`config.mk`:
```
export PLATFORM = sky130hd
export DESIGN_NAME = muldiv_seq
export DESIGN_NICKNAME = d
export VERILOG_FILES = /design/src/rtl/muldiv_seq.sv
export SDC_FILE = /design/constraint.sdc
export NUM_CORES = 2
export LEC_CHECK = 0
export CORE_UTILIZATION = 50
export CTS_CLUSTER_SIZE = 28
export DETAILED_ROUTE_END_ITERATION = 12
export PLACE_DENSITY = 0.73
export SKIP_CTS_REPAIR_TIMING = 1
export SKIP_LAST_GASP = 1
export SYNTH_ARGS = -nofsm -noshare
export SYNTH_HDL_FRONTEND = slang
export SYNTH_SLANG_ARGS = --single-unit
export TNS_END_PERCENT = 1
```
`constraint.sdc`:
```
create_clock -name clk -period 12.05 [get_ports clk]
set_input_delay 3.0125 -clock clk [delete_from_list [all_inputs] [get_ports clk]]
set_output_delay 3.0125 -clock clk [all_outputs]
set_load 0.02 [all_outputs]
```
`src/rtl/muldiv_seq.sv`:
```
// Sequential HI/LO multiply/divide unit: fixed-latency multiply, 32-cycle restoring divide,
// direct MTHI/MTLO writes, flush abort.
//
// state | meaning
// IDLE  | ready to accept an operation
// MUL   | waiting out the multiply latency
// DIV   | one restoring-division quotient bit per cycle
// DONE  | result valid, HI/LO load on the edge that ends this cycle
module muldiv_seq #(
   parameter int MULT_LAT = 2
) (
   input  logic        clk,
   input  logic        resetn,
   input  logic        valid_in,
   input  logic [3:0]  funct,
   input  logic [31:0] in1,
   input  logic [31:0] in2,
   input  logic        flush,
   input  logic        hi_we,
   input  logic        lo_we,
   input  logic [31:0] hi_wdata,
   input  logic [31:0] lo_wdata,
   output logic        ready_in,
   output logic        busy,
   output logic        done,
   output logic [31:0] hi,
   output logic [31:0] lo
);

   typedef enum logic [1:0] {IDLE = 2'd0, MUL = 2'd1, DIV = 2'd2, DONE = 2'd3} state_t;

   localparam logic [3:0] F_MULT  = 4'b1011;
   localparam logic [3:0] F_MULTU = 4'b1100;
   localparam logic [3:0] F_DIV   = 4'b1101;
   localparam logic [3:0] F_DIVU  = 4'b1110;
   localparam logic [4:0] MUL_LOAD = 5'(MULT_LAT - 1);
   localparam logic [4:0] DIV_LOAD = 5'd31;

   state_t      state, state_nxt;
   logic [4:0]  cnt;
   logic [31:0] op_a, op_b, rem, quo;
   logic        op_signed, op_div;
   logic        legal, is_div_op, accept;
   logic        neg_a, neg_b;
   logic [31:0] a_mag_in, b_mag;
   logic [32:0] shifted, diff;
   logic [63:0] prod;
   logic [31:0] q_fix, r_fix, res_hi, res_lo;

   assign legal     = (funct == F_MULT) | (funct == F_MULTU) | (funct == F_DIV) | (funct == F_DIVU);
   assign is_div_op = (funct == F_DIV) | (funct == F_DIVU);
   assign accept    = valid_in & (state == IDLE) & legal & ~flush;

   assign ready_in = (state == IDLE);
   assign busy     = ~ready_in;
   assign done     = (state == DONE);

   // Dividend magnitude goes straight into the quotient shift register at accept
   assign a_mag_in = ((funct == F_DIV) && in1[31]) ? (~in1 + 32'd1) : in1;

   assign neg_a   = op_signed & op_a[31];
   assign neg_b   = op_signed & op_b[31];
   assign b_mag   = neg_b ? (~op_b + 32'd1) : op_b;
   assign shifted = {rem, quo[31]};
   assign diff    = shifted - {1'b0, b_mag};

   // neg_a/neg_b double as the sign-extension bits for the signed product
   assign prod  = {{32{neg_a}}, op_a} * {{32{neg_b}}, op_b};
   assign q_fix = (neg_a ^ neg_b) ? (~quo + 32'd1) : quo;
   assign r_fix = neg_a ? (~rem + 32'd1) : rem;

   always_comb begin
      res_hi = prod[63:32];
      res_lo = prod[31:0];
      if (op_div) begin
         if (op_b == 32'd0) begin
            res_hi = op_a;
            res_lo = 32'hFFFF_FFFF;
         end else begin
            res_hi = r_fix;
            res_lo = q_fix;
         end
      end
   end

   always_ff @(posedge clk or negedge resetn) begin
      if (!resetn) state <= IDLE;
      else         state <= state_nxt;
   end

   always_comb begin
      state_nxt = state;
      case (state)
         IDLE:     if (accept) state_nxt = is_div_op ? DIV : MUL;
         MUL, DIV: begin
            if (flush)            state_nxt = IDLE;
            else if (cnt == 5'd0) state_nxt = DONE;
         end
         DONE:     state_nxt = IDLE;
         default:  state_nxt = IDLE;
      endcase
   end

   always_ff @(posedge clk or negedge resetn) begin
      if (!resetn) begin
         cnt       <= 5'd0;
         op_a      <= 32'd0;
         op_b      <= 32'd0;
         op_signed <= 1'b0;
         op_div    <= 1'b0;
         rem       <= 32'd0;
         quo       <= 32'd0;
      end else begin
         if (accept) begin
            op_a      <= in1;
            op_b      <= in2;
            op_signed <= (funct == F_MULT) | (funct == F_DIV);
            op_div    <= is_div_op;
            cnt       <= is_div_op ? DIV_LOAD : MUL_LOAD;
            rem       <= 32'd0;
            quo       <= a_mag_in;
         end else if (((state == MUL) || (state == DIV)) && (cnt != 5'd0)) begin
            cnt <= cnt - 5'd1;
         end
         if (state == DIV) begin
            if (!diff[32]) begin
               rem <= diff[31:0];
               quo <= {quo[30:0], 1'b1};
            end else begin
               rem <= shifted[31:0];
               quo <= {quo[30:0], 1'b0};
            end
         end
      end
   end

   // The commit takes both registers, so a coincident direct write loses
   always_ff @(posedge clk or negedge resetn) begin
      if (!resetn) begin
         hi <= 32'd0;
         lo <= 32'd0;
      end else if (state == DONE) begin
         hi <= res_hi;
         lo <= res_lo;
      end else begin
         if (hi_we) hi <= hi_wdata;
         if (lo_we) lo <= lo_wdata;
      end
   end

endmodule

```
==> metrics <==
nets 7354; Mapped Nets 7425; Worst Setup End Kind register; met3 Use GR 3.39%; overall routing resource usage between 20 and 30%; post-route ant nets 0; starting density of the core 50.7%; crit share post-route 83.5%; Worst Tran Pin Value 1210 ps; Core Area 102000 um2; Yosys cell types 86; gr ovfl total 0; clock sink count approximately 200; Clock Skew about 19 ps; fill count approximately 9000; most common cell in the netlist inv_1; fmax 99.4 MHz; Max stage delay on crit path just over 900 ps; initial antenna violation count 4; H-tree Lvls 1; worst-path maximum fanout 20; Mapped Cells 5908; vias in the first global route 42785; Critical Path AT 10540 ps; clock latency on the worst-skew pair 570 ps; Via Count 40745; RSZ-0062 raised after global routing false; first-pass GRT wire length 234 mm; final worst setup slack 1990 ps; Die Area about 110000 um2; Critical Path RT roughly 13000 ps; Area contributors post-synth fa_1 (43%), dfrtp_1 (9.7%), inv_1 (8.2%); CP Launch Type register; # port buffers between 200 and 250; max_cap viols 0; Slew Viols, Final 0; Seq cells post-synth 201; Slew HR 18.9%; fraction of final layout cells sized beyond drive strength 1 3.28%; diode count 0; sequential fraction of the synthesis area 9.69%; Clock transition at path regs ~70 ps; Syn Std Cell Area roughly 52000 um2; multi-input logic area roughly 41000 um2; initial DRC count 3238; Ys Warns 0; IO Pins 205; post-synth top area cell fa_1; Setup CP Type register to register; status completed; ys flop type dfrtp_1; Max Root-Sink Buffers 3; pre-CTS setup slack roughly 2100 ps; syn avg cell area between 8 and 9 um2; num rows 117; vias per cell 5.64; Yosys top cell area share 43.4%; chip width 324 um; register area 5040 um2; grt met2 use 50.4%; number of synthesized flops with an enable pin 0; # setup viols final 0; Area Overhead vs Synth 7.21%; Die Y between 300 and 400 um; slowest CP cell fa_1; detailed-route wire length 147 mm; CTS tree yes; Post-route DRC 0; drt wl/cell 20.3 um; Synth async-reset ratio 100%; GRT met1 Usage 36.3%; top cells by count, synth inv_1 (1139), fa_1 (1126), nand2_1 (1056), and2_1 (363), clkbuf_1 (317); Final Hold Viols 0; clock tree root buffer cell clkbuf_16; gpl congestion 0.952; Initial DRT Pass Iterations 6; largest net degree at the start of global routing 106; total negative setup slack 0 ps; most used routing layer met2; Final HPWL DP 116 mm; final worst path period need 10060 ps; worst hold path type register to register; Inserted Clock Buffers 24
-- state kept, by name, indices dropped and copies added, names as in the netlist, 2 cells and up --
| register | count |
|---|---|
| quo | 32 |
| hi | 32 |
| rem | 32 |
| op_a | 32 |
| state | 2 |
| cnt | 5 |
| lo | 32 |
| op_b | 32 |
-- through the flow --
step | std cells | util (%) | hold slack [ps] | instance area, um2
2_1_floorplan | 5908 | - | 472 | 51900
3_3_place_gp | 7179 | 53.6 | 459 | 54800
3_5_place_dp | 7179 | 53.6 | 469 | 54800
4_1_cts | 7223 | 54.4 | 487 | 55600
5_1_grt | 7223 | 54.4 | 508 | 55600
6_report | 7223 | 54.4 | 483 | 55600
-- area by class of cell --
| class | count | area share, % |
|---|---|---|
| multi-input cells | 4182 | 73.9 |
| flip-flops and latches | 201 | 9.05 |
| inverters | 1140 | 7.69 |
| repair buffers | 288 | 4.79 |
| well taps | 1368 | 3.08 |
| clock buffers | 29 | 1.21 |
| clock inverters | 15 | 0.247 |
-- cell families after synthesis --
| group | synth area share (%) |
|---|---|
| buffers and inverters | 11.2 |
| adder cells (fa/ha/maj) | 49.5 |
| AND/OR/NAND/NOR | 16.5 |
| multiplexers | 1.31 |
| XOR/XNOR | 3.66 |
| AO/OA/AOI/OAI | 8.19 |
| flip-flops | 9.69 |
-- layer usage --
metal  share of wire, %  vias to the layer above
met5             0.0089                        -
met4                4.7                        2
met3                6.7                      371
met2                 51                     1662
met1                 38                    20983
li1                   -                    17727
-- critical path, delay by kind of cell (launching register included) --
| family | cells | cell delay [ps] |
|---|---|---|
| adder cells (fa/ha/maj) | 9 | 4700 |
| AND/OR/NAND/NOR | 6 | 1850 |
| flip-flops | 1 | 730 |
| buffers and inverters | 9 | 1500 |
| XOR/XNOR | 1 | 170 |
| AO/OA/AOI/OAI | 4 | 1000 |
-- worst paths after layout --
path                       startpoint  slack (ps)       end  depth (start not counted)
max                         op_signed        1990    hi[26]                         29
min                          op_b[18]         480  op_b[18]                          2
max reg2reg                 op_signed        1990    hi[26]                         29
min reg2reg                  op_b[18]         480  op_b[18]                          2
max in group asynchronous      resetn        7350  op_a[30]                          3
min in group asynchronous      resetn        2450   rem[25]                          1
-- layout by cell type, fill, tap and decap left out, types with 32 or more instances in the layout --
cell type,netlist,final
a21o_1,51,51
a21oi_1,185,185
and2_1,363,363
buf_4,1,84
clkdlybuf4s50_1,0,201
dfrtp_1,201,196
fa_1,1126,1126
ha_1,253,251
inv_1,1139,1139
mux2i_1,60,60
nand2_1,1056,1056
nand3_1,85,85
nor2_1,163,162
nor3_1,32,32
o211ai_1,47,47
o21ai_0,150,150
xnor2_1,126,126
xor2_1,89,88
Power is not shown: default switching activity piles up to over one toggle a cycle in this logic, so the estimate is an artifact.
